**config.mk**
```make
export PLATFORM = sky130hd
export DESIGN_NAME = serial_subtractor_4bit_fsm
export DESIGN_NICKNAME = d
export VERILOG_FILES = /design/src/rtl/serial_subtractor_4bit_fsm.sv
export SDC_FILE = /design/constraint.sdc
export NUM_CORES = 1
export LEC_CHECK = 0
export CORE_MARGIN = 5
export CORE_UTILIZATION = 44
export DETAILED_ROUTE_END_ITERATION = 10
export GPL_TIMING_DRIVEN = 0
export PLACE_DENSITY_LB_ADDON = 0.05
export SYNTH_ARGS = -nofsm -noshare
export SYNTH_HDL_FRONTEND = slang
export SYNTH_SLANG_ARGS = --single-unit
```
**constraint.sdc**
```tcl
create_clock -name clk -period 1.1 [get_ports clk]
set_input_delay 0.275 -clock clk [delete_from_list [all_inputs] [get_ports clk]]
set_output_delay 0.275 -clock clk [all_outputs]
set_load 0.01 [all_outputs]
```
**src/rtl/serial_subtractor_4bit_fsm.sv**
```systemverilog
// Bit-serial subtractor: {Bout,Diff} = A - B - Bin, one bit per clock, LSB first.
// The result is registered at the end of the run and held until the next one completes.
module serial_subtractor_4bit_fsm #(
  parameter int unsigned N = 4
) (
  input  logic         clk,
  input  logic         rst,
  input  logic         start,
  input  logic [N-1:0] A,
  input  logic [N-1:0] B,
  input  logic         Bin,
  output logic [N-1:0] Diff,
  output logic         Bout,
  output logic         busy,
  output logic         done
);

  localparam int unsigned CW = $clog2(N);

  typedef enum logic [1:0] {
    S_IDLE = 2'd0,
    S_RUN  = 2'd1,
    S_DONE = 2'd2
  } state_t;

  state_t         r_state;
  logic [N-1:0]   r_a;
  logic [N-1:0]   r_b;
  logic           r_br;
  logic [CW-1:0]  r_cnt;
  logic [N-1:0]   r_acc;
  logic [N-1:0]   r_diff;
  logic           r_bout;
  logic           r_busy;
  logic           r_done;

  state_t         w_state_nxt;
  logic [N-1:0]   w_a_nxt;
  logic [N-1:0]   w_b_nxt;
  logic           w_br_nxt;
  logic [CW-1:0]  w_cnt_nxt;
  logic [N-1:0]   w_acc_nxt;
  logic [N-1:0]   w_diff_nxt;
  logic           w_bout_nxt;
  logic           w_busy_nxt;
  logic           w_done_nxt;

  logic           w_d;
  logic           w_br_step;
  logic [N-1:0]   w_acc_shift;
  logic           w_last;

  // One full-subtractor bit step on the current LSBs and borrow.
  always_comb begin
    w_d         = r_a[0] ^ r_b[0] ^ r_br;
    w_br_step   = (~r_a[0] & r_b[0]) | (~(r_a[0] ^ r_b[0]) & r_br);
    w_acc_shift = {w_d, r_acc[N-1:1]};
    w_last      = (r_cnt == CW'(N - 1));
  end

  // Next-state and next-register values for the FSM and datapath.
  always_comb begin
    w_state_nxt = r_state;
    w_a_nxt     = r_a;
    w_b_nxt     = r_b;
    w_br_nxt    = r_br;
    w_cnt_nxt   = r_cnt;
    w_acc_nxt   = r_acc;
    w_diff_nxt  = r_diff;
    w_bout_nxt  = r_bout;
    w_busy_nxt  = r_busy;
    w_done_nxt  = 1'b0;

    unique case (r_state)
      S_IDLE: begin
        if (start) begin
          w_state_nxt = S_RUN;
          w_a_nxt     = A;
          w_b_nxt     = B;
          w_br_nxt    = Bin;
          w_cnt_nxt   = '0;
          w_acc_nxt   = '0;
          w_busy_nxt  = 1'b1;
        end
      end
      S_RUN: begin
        w_a_nxt   = r_a >> 1;
        w_b_nxt   = r_b >> 1;
        w_br_nxt  = w_br_step;
        w_acc_nxt = w_acc_shift;
        w_cnt_nxt = r_cnt + CW'(1);
        if (w_last) begin
          w_state_nxt = S_DONE;
          w_diff_nxt  = w_acc_shift;
          w_bout_nxt  = w_br_step;
          w_busy_nxt  = 1'b0;
          w_done_nxt  = 1'b1;
        end
      end
      S_DONE: begin
        w_state_nxt = S_IDLE;
      end
      default: begin
        w_state_nxt = S_IDLE;
        w_busy_nxt  = 1'b0;
      end
    endcase
  end

  // State and datapath registers with synchronous reset.
  always_ff @(posedge clk) begin
    if (rst) begin
      r_state <= S_IDLE;
      r_a     <= '0;
      r_b     <= '0;
      r_br    <= 1'b0;
      r_cnt   <= '0;
      r_acc   <= '0;
      r_diff  <= '0;
      r_bout  <= 1'b0;
      r_busy  <= 1'b0;
      r_done  <= 1'b0;
    end else begin
      r_state <= w_state_nxt;
      r_a     <= w_a_nxt;
      r_b     <= w_b_nxt;
      r_br    <= w_br_nxt;
      r_cnt   <= w_cnt_nxt;
      r_acc   <= w_acc_nxt;
      r_diff  <= w_diff_nxt;
      r_bout  <= w_bout_nxt;
      r_busy  <= w_busy_nxt;
      r_done  <= w_done_nxt;
    end
  end

  assign Diff = r_diff;
  assign Bout = r_bout;
  assign busy = r_busy;
  assign done = r_done;

endmodule
```
Word-level counts from Yosys, hierarchy flattened
Index checks and enable logic that the tools add are counted.
- bits in registers: 24
- input bits: 12
- output and inout bits: 7
- logic and storage cells: 49
- add/subtract/negate cells: 1
- eq/ne operators: 5
- multiplexer cells: 17
- bitwise gates (word level): 9
- reduce and logical (&&, ||, !) cells: 7
- operators with widths (operator ; number):
    $pmux W4 S2 ; 3
    $mux W4 ; 3
    $pmux W2 S2 ; 2
    $mux W2 ; 3
    $reduce_and A2 Y1 ; 3
    $eq A2 B2 Y1 const B ; 2
    $mux W1 ; 4
    $ne A2 B2 Y1 const B ; 2
    $not A1 Y1 ; 4
    $pmux W1 S3 ; 1
    $reduce_and A3 Y1 ; 1
    $add A2 B1 Y2 const B ; 1
    $and A1 B1 Y1 ; 2
    $eq A2 B1 Y1 const B ; 1
    $logic_not A2 Y1 ; 1
    $pmux W1 S2 ; 1
    $reduce_bool A2 Y1 ; 1
    $reduce_or A2 Y1 ; 1
    $xor A1 B1 Y1 ; 2
    $or A1 B1 Y1 ; 1

Depth between registers and ports, before layout
Gate-level depths: netlist of the first run.
- depth after elaboration: 5
- depth in mapped cells: 5
- depth with buffers taken out: 5

Least setup slack after synthesis of the first run
No wires, ideal clock.
- path kind: register to register
- start: register r_cnt[0]
- end: register r_bout (netlist: Bout)
- library setup time: 0.128 ns
- arrival: 1.041 ns
- required time: 0.972 ns
- setup slack: -0.069 ns
- stages on the path, launching flop included: 6
- path buffers: 1
- clock period less this slack: 1.169 ns
- cells stage by stage: dfxtp_1 ha_1 clkbuf_1 nand3b_2 mux2i_1 nor2_1
- cells in the longest elaborated chain, start to end: 2
- ends and longest elaborated chain (what ; line ; source):
    from (decl) ; 30 ; logic [CW-1:0] r_cnt;
    from (signal assigned) ; 128 ; r_cnt <= w_cnt_nxt;
    $eq A2 B2 Y1 ; 58 ; w_last = (r_cnt == CW'(N - 1));
    net w_last ; 51 ; logic w_last;
    $reduce_and A2 Y1 (no source line) ; - ;
    to (signal assigned) ; 131 ; r_bout <= w_bout_nxt;
    to (decl) ; 33 ; logic r_bout;
The timed path passes the listed nets, and every way through them passes these cells.
A chain may end at the register's enable or synchronous reset.

Worst setup path in the final report of the first run
- start: register r_a[0]
- end: register r_diff[3] (netlist: Diff[3])
- cells in the longest elaborated chain, start to end: 2
- ends and longest elaborated chain (what ; line ; source):
    from (decl) ; 27 ; logic [N-1:0] r_a;
    from (signal assigned) ; 125 ; r_a <= w_a_nxt;
    $xor A1 B1 Y1 (2 in series) ; 55 ; w_d = r_a[0] ^ r_b[0] ^ r_br;
    net w_d ; 48 ; logic w_d;
    to (signal assigned) ; 130 ; r_diff <= w_diff_nxt;
    to (decl) ; 32 ; logic [N-1:0] r_diff;
The timed path passes the listed nets, and every way through them passes these cells.

==> run summary, run 1 <==
For this configuration, the core starts out at a cell density of 0.449. Based on the critical path, the design can be clocked at up to 853 MHz. The top cell types in the final layout, fill and taps aside, are sky130_fd_sc_hd__nor2_1 (16), sky130_fd_sc_hd__dfxtp_2 (12), sky130_fd_sc_hd__dfxtp_1 (10), sky130_fd_sc_hd__clkdlybuf4s50_1 (10). The class of the tightest hold or removal check is flip-flop to flip-flop. The area of the multi-input gates is 518 sq um. The share of the clock period used by the worst path after layout came out at 1.07. The worst setup path is captured at a flip-flop. The number of instances in the synthesized netlist is 98. The share of the core filled with cells is 0.617. The average cell area after synthesis came out at 9.84 sq um. Counting distinct cell types in the post-synthesis netlist gives 24. The post-synthesis cell area is 965 sq um. The count of yosys warnings during synthesis came out at 0. CTS saw 23 sinks.

The number of global-route vias before repair is 764. The count of buffers added on input and output ports is 18. Summing all flip-flop and latch instances after layout gives 479 sq um. The run finished, with violations left. At the worst endpoint, the required time is 1350 ps. The number of inserted filler cells in the final layout came out at 197. The number of non-filler instances in the completed layout came out at 154. For this run, the post-layout net count is 141.

The flop and latch count out of synthesis is 23. The placement row count is 17. The area of the die came out at 3230 sq um. The sequential cell area fraction in the yosys report is 0.477.

Setup repair after global routing could not meet its margin everywhere. The worst hold-check slack came out at 459 ps. The met3 usage came out at 0.0391. TritonCTS built the clock tree. The routed design could run at a clock period as short as 1170 ps. The type of origin of the critical path is a flip-flop.

The total iterations of the first detailed-routing run is 4. The total power draw came out at 1.56 mW. For this run, global-route usage on met1 was measured as 0.151. The number of cells after detailed placement came out at 144. For this run, design rule violations remaining after detail routing come to 0. Entering global routing, the biggest net connects 13 pins.

The most common cell after layout, fill and taps aside is sky130_fd_sc_hd__nor2_1. The slack of the critical path is -71.8 ps. The count of final hold-check violations is 0.

The insertion delay to the later sink of the worst-skew pair came out at 300 ps. The layer with the highest usage is met2. The number of clock buffers inserted by TritonCTS came out at 3. The detail route stage leaves a number of antenna-violating nets equal to 0.

The DRC violation total after the first TritonRoute iteration is 5. The fraction of final layout cells sized beyond drive strength 1 is 0.429. The maximum buffer depth of the clock tree is 2.

The clock-pin slew reported for the worst setup and hold paths after clock tree synthesis came out at 120 ps. The initial antenna violation count is 0. The final sum of negative setup slack came out at -137 ps. VDD sags by at most 0.691 mV. The actual slew at the worst max-slew pin came out at 299 ps. The maximum fanout encountered on the critical timing path is 2.

The layout-stage area growth over the synthesis result came out at 37.5%. The relative max-transition margin came out at 0.800. In the global route stage, met2 resource usage came out at 0.218. The number of slew-limit violations in the final report is 0. The antenna diode count came out at 0.

The data arrival time at the worst-slack endpoint came out at 1420 ps. Dividing the detail-routed wire length by the instance count gives 12.9 um. Dividing total power by cell area gives a power density of 1170 nW/um^2. The standby leakage power came out at 0.550 nW. Across the routed clock network, the largest skew measured is 2.19 ps. The die width is 56.8 um. The overall routed net length came out at 1.99 mm. From bottom edge to top edge, the die measures 56.8 um.

Once detailed placement completed, the half-perimeter wirelength came to 1.32 mm. The final route contains 785 vias. The area of the core came out at 2150 sq um. The aggregate global-route resource usage is 0.129. In this run the clock root is driven by a sky130_fd_sc_hd__clkbuf_4. In this run the count of I/O pins placed on the die edge is 19. The global-route wire length before repair came out at 3.31 mm.

The tool flagged a number of max-cap violations equal to 0. The H-tree depth is 1. The via density per instance came out at 5.10. The remaining global-route overflow came out at 0. The final number of setup-violating endpoints came out at 7.

The worst setup path is of the flip-flop to flip-flop kind. The final reports fail on setup timing. The weighted congestion at the end of routability-driven global placement is 0.737. The total nets after synthesis is 112.
-- flip-flops by register name, indices dropped and copies added, names as in the netlist --
signal and count:
Diff 4, Bout 1, r_b 4, busy 1
done 1, r_br 1, r_state 2, r_acc 3
r_cnt 2, r_a 4
-- final timing paths --
kind	start	slack (ps)	end	cells after the start
setup / recovery	r_a[0]$_SDFFE_PP0P_	-70	Diff[3]$_SDFFE_PP0P_	3
hold / removal	Diff[2]$_SDFFE_PP0P_	460	Diff[2]$_SDFFE_PP0P_	2
setup reg to reg	r_a[0]$_SDFFE_PP0P_	-70	Diff[3]$_SDFFE_PP0P_	3
hold reg to reg	Diff[2]$_SDFFE_PP0P_	460	Diff[2]$_SDFFE_PP0P_	2
-- stage by stage --
step / instance area (sq um) / setup slack [ps]
after floorplan: 967 / -27.7
after global placement: 1180 / -415
after detailed placement: 1180 / -449
after CTS: 1220 / -68.8
after global routing: 1330 / -146
final: 1330 / -71.8
-- logic make-up after synthesis --
family                     share of synthesized area
AOI/OAI and AO/OA                              0.172
adders and majority gates                     0.0337
buffers and inverters                         0.0739
DFF                                            0.477
muxes                                         0.0830
and+or+nand+nor                                0.160
-- Yosys cell counts --
library cell                number  area [sq um]
sky130_fd_sc_hd__fa_1            1          20.0
sky130_fd_sc_hd__buf_4           1          7.51
sky130_fd_sc_hd__mux2i_1         8          80.1
sky130_fd_sc_hd__dfxtp_1        23           460
sky130_fd_sc_hd__nand2_1         4          15.0
sky130_fd_sc_hd__nor2b_1         1          6.26
sky130_fd_sc_hd__clkbuf_1        3          11.3
sky130_fd_sc_hd__buf_6           3          33.8
sky130_fd_sc_hd__a2111oi_1       1          10.0
sky130_fd_sc_hd__inv_1           5          18.8
sky130_fd_sc_hd__nor3_1          1          5.00
sky130_fd_sc_hd__a21oi_1         5          25.0
sky130_fd_sc_hd__nor4b_1         2          17.5
sky130_fd_sc_hd__nor2_1         17          63.8
sky130_fd_sc_hd__o21ba_2         1          10.0
sky130_fd_sc_hd__ha_1            1          12.5
sky130_fd_sc_hd__nand3_1         4          20.0
sky130_fd_sc_hd__o21ai_0         1          5.00
sky130_fd_sc_hd__nand3b_2        1          11.3
sky130_fd_sc_hd__a2111oi_2       1          15.0
sky130_fd_sc_hd__a211oi_1        5          37.5
sky130_fd_sc_hd__nor3b_1         2          15.0
sky130_fd_sc_hd__a22oi_1         6          45.0
sky130_fd_sc_hd__o21bai_4        1          18.8
-- per-layer routing --
metal / routed length [um] / part of all wire / up-vias
li1: - / - / 396
met3: 89 / 0.045 / 2
met2: 994 / 0.50 / 15
met4: 17 / 0.0086 / 0
met1: 886 / 0.45 / 372
met5: 0 / 0 / -
-- layout make-up --
cell class,count,share of cell area
plain buffers,6,0.0415
clock buffers,4,0.0198
multi-input cells,63,0.391
inverters,5,0.0142
flip-flops and latches,23,0.361
well taps,28,0.0264
repair buffers,25,0.146
-- critical path, stage by stage, from the launching register on --
cell and delay, ps:
sky130_fd_sc_hd__dfxtp_2 360, sky130_fd_sc_hd__fa_2 590, sky130_fd_sc_hd__nand3_2 70, sky130_fd_sc_hd__a21oi_2 100
-- repair_timing --
action                                  in CTS  in global routing
pin swaps                                    3                  6
resized for setup                           47                 15
endpoints found under the setup margin      30                 15
endpoints found under the hold margin        0                  0
hold buffers                                 0                  0
buffers inserted                             0                  6
gates cloned                                 0                  1
-- power breakdown --
part	total, mW	switching (mW)	internal [mW]
clock network	0.385	0.244	0.141
registers	0.906	0.0299	0.876
logic	0.266	0.124	0.142
total	1.56	0.398	1.16
Note: power is estimated with default switching activity, not from simulation.
==> run 2: changes to the inputs <==
--- a/config.mk
+++ b/config.mk
@@ -8,6 +8,7 @@
 export CORE_MARGIN = 5
 export CORE_UTILIZATION = 44
 export DETAILED_ROUTE_END_ITERATION = 10
+export GPL_ROUTABILITY_DRIVEN = 0
 export GPL_TIMING_DRIVEN = 0
 export PLACE_DENSITY_LB_ADDON = 0.05
 export SYNTH_ARGS = -nofsm -noshare
==> results of run 2 <==
The final DEF is identical to that of run 1; final timing and power are the same.
==> run 3: changes to the inputs <==
--- a/config.mk
+++ b/config.mk
@@ -6,7 +6,7 @@
 export NUM_CORES = 1
 export LEC_CHECK = 0
 export CORE_MARGIN = 5
-export CORE_UTILIZATION = 44
+export CORE_UTILIZATION = 45
 export DETAILED_ROUTE_END_ITERATION = 10
 export GPL_ROUTABILITY_DRIVEN = 0
 export GPL_TIMING_DRIVEN = 0
==> constraint.sdc (replaced) <==
create_clock -name clk -period 1.14 [get_ports clk]
set_input_delay 0.285 -clock clk [delete_from_list [all_inputs] [get_ports clk]]
set_output_delay 0.285 -clock clk [all_outputs]
set_load 0.01 [all_outputs]
==> run summary, run 3 (same netlist as run 1, synthesis figures left out) <==
The largest net degree at the start of global routing is 14. Setup repair after global routing could not meet its margin everywhere. In the final layout, the share of cells above drive strength 1 is 0.374.

After detailed routing, the number of vias per cell comes to 5.22. The H-tree depth came out at 1. Of the total power, combinational logic draws 0.165.

The clock reaches the later pin of the worst-skew pair after 300 ps. The biggest cell delay along the critical path is 540 ps. The worst setup path is launched from a flip-flop. The count of final hold-check violations came to 0.

The count of maximum capacitance violations is 0. The aggregate global-route resource usage came out at 0.134. The required time at the endpoint of the critical path is 1380 ps.

The critical path ends at Diff[3]$_SDFFE_PP0P_. The relative max-transition margin came out at 0.809. The initial core utilization came out at 0.482. The HPWL after detailed placement came out at 1.38 mm. The reg-to-reg setup timing slack came out at -40 ps. The height of the die came out at 56.3 um.

The area of the die came out at 3170 sq um. The layout net count came out at 138. Based on the critical path, the design can be clocked at up to 844 MHz. The DRC violation total after the first TritonRoute iteration came out at 3. The number of slew-limit violations in the final report is 0. Counting cells, the worst reg-to-reg path comes to 4. The placement row count came out at 16. The power density over the cells came out at 1170 nW/um^2.

Summed over all nets, the switching power comes to 383 uW. The worst setup path is of the flip-flop to flip-flop kind. Leaving out fill and tap cells, the most frequent cell in the layout is sky130_fd_sc_hd__nor2_1. The final reports fail on setup timing.

The fraction of power consumed by the clock network is 0.250. In the layout the commonest cells are sky130_fd_sc_hd__nor2_1 (17), sky130_fd_sc_hd__dfxtp_2 (11), sky130_fd_sc_hd__dfxtp_1 (11). STA classifies the critical path endpoint as a flip-flop. In this run the critical register-to-register path is captured at Diff[3]$_SDFFE_PP0P_.

TritonCTS built the clock tree. The number of clock buffers inserted by TritonCTS is 3. The critical path starts at r_br$_SDFFE_PP0P_. Clock tree synthesis selected as its root buffer the cell sky130_fd_sc_hd__clkbuf_4.

The cell at the slowest stage of the critical path is sky130_fd_sc_hd__fa_2. The share of the clock period used by the worst path after layout came out at 1.04. The final critical delay including setup and external delays is 1180 ps. OpenSTA, run right after detailed placement, puts the worst setup slack at -438 ps. The worst hold-check slack came out at 457 ps. The clock-pin slew reported for the worst setup and hold paths after clock tree synthesis came out at 130 ps. For the pin with the worst max-slew slack, the measured transition is 286 ps.

In this run the worst hold path is classified as flip-flop to flip-flop. The antenna diode count is 0. The analysis attributes to cell leakage a power of 0.533 nW. The worst-case vdd ir drop came out at 0.669 mV. The clock sink total is 23. The first detailed-routing pass ran for 4 iterations. From synthesis to final layout, the design area changed by 31.8%. The count of pins on the block boundary came out at 19. The clock passes through at most 2 buffers.

The switching portion of total power came out at 0.257. The initial antenna violation count is 0. Along the worst path, the maximum fanout reaches 2.

The final clock skew came out at 6.55 ps. The final number of setup-violating endpoints is 2. The number of global-route vias before repair is 786. The share of total power in sequential cells is 0.585.

The data arrival time at the worst-slack endpoint came out at 1430 ps. Once routing completed, OpenROAD measured the worst setup slack at -44.9 ps. The via count came out at 783.

The overall routed net length came out at 1.96 mm. The remaining global-route overflow came out at 0. During placement, the flow inserted port buffers numbering 18. The core region is 2000 sq um. The worst register-to-register path begins at r_br$_SDFFE_PP0P_. The residual antenna-violating net count after detailed routing is 0. The first global-routing pass estimated 3.51 mm of wire. Traced cell by cell, the critical path runs through inv_2 -> fa_2 -> nand3_2 -> a21oi_1.

The die width is 56.3 um. Internal power comes to 1.11 mW. The flow ran to the end, but the final reports show violations. The routed wirelength normalized by instance count is 13.0 um.

The number of remaining DRC errors is 0.
## run 3: metrics by stage
| step | power (mW) | cells | util | TNS [ps] | instance area [sq um] |
|---|---|---|---|---|---|
| after floorplan | 1.02 | 98 | - | 0 | 966 |
| after global placement | 1.09 | 143 | 0.589 | -9000 | 1180 |
| after detailed placement | 1.10 | 143 | 0.589 | -9000 | 1180 |
| after CTS | 1.50 | 150 | 0.632 | -66.7 | 1260 |
| after global routing | 1.58 | 150 | 0.635 | -591 | 1270 |
| final | 1.49 | 150 | 0.635 | -47.7 | 1270 |
## run 3: what timing repair did
action	in CTS	in global routing
cloned	1	0
pin swaps	4	1
buffers inserted	3	0
setup endpoints to repair	30	11
resized for setup	51	5
hold buffers	0	0
## run 3: per-layer routing
| metal | part of all wire | GRT usage | up-vias |
|---|---|---|---|
| li1 | - | - | 392 |
| met1 | 0.44 | 0.170 | 377 |
| met2 | 0.52 | 0.239 | 12 |
| met3 | 0.037 | 0.0206 | 2 |
| met4 | 0.0066 | 0.0305 | 0 |
| met5 | 0 | 0 | - |
## run 3: area by class of cell
class / instances / area (sq um)
buffer: 6 / 51.3
clock buffer: 3 / 22.5
timing repair buffer: 22 / 171
clock inverter: 1 / 5.00
sequential: 23 / 478
inverter: 5 / 18.8
multi-input combinational: 63 / 490
tap: 27 / 33.8
fill: 172 / 731
## run 3: worst min path at each step
stage	start	to	slack, ps	depth (start not counted)
after floorplan	rst	r_a[0]$_SDFFE_PP0P_	360	1
after global placement	Diff[1]$_SDFFE_PP0P_	Diff[1]$_SDFFE_PP0P_	440	2
after detailed placement	Diff[3]$_SDFFE_PP0P_	Diff[3]$_SDFFE_PP0P_	450	2
after CTS	Diff[3]$_SDFFE_PP0P_	Diff[3]$_SDFFE_PP0P_	460	2
after global routing	Diff[2]$_SDFFE_PP0P_	Diff[2]$_SDFFE_PP0P_	480	2
final	Diff[3]$_SDFFE_PP0P_	Diff[3]$_SDFFE_PP0P_	460	2
## run 3: worst max-delay path, delay by kind of cell (launching register included)
kind	cells	cell delay [ps]
and+or+nand+nor	1	60
DFF	1	360
AOI/OAI and AO/OA	1	130
adders and majority gates	1	540
buffers and inverters	1	40
## run 3: power groups by stage
| stage | combinational (mW) | clock (mW) | sequential [mW] |
|---|---|---|---|
| detailed placement | 0.215 | 0 | 0.887 |
| global placement | 0.210 | 0 | 0.884 |
| CTS | 0.240 | 0.393 | 0.872 |
| floorplan | 0.137 | 0 | 0.882 |
| finish | 0.245 | 0.372 | 0.872 |
| global route | 0.271 | 0.426 | 0.878 |
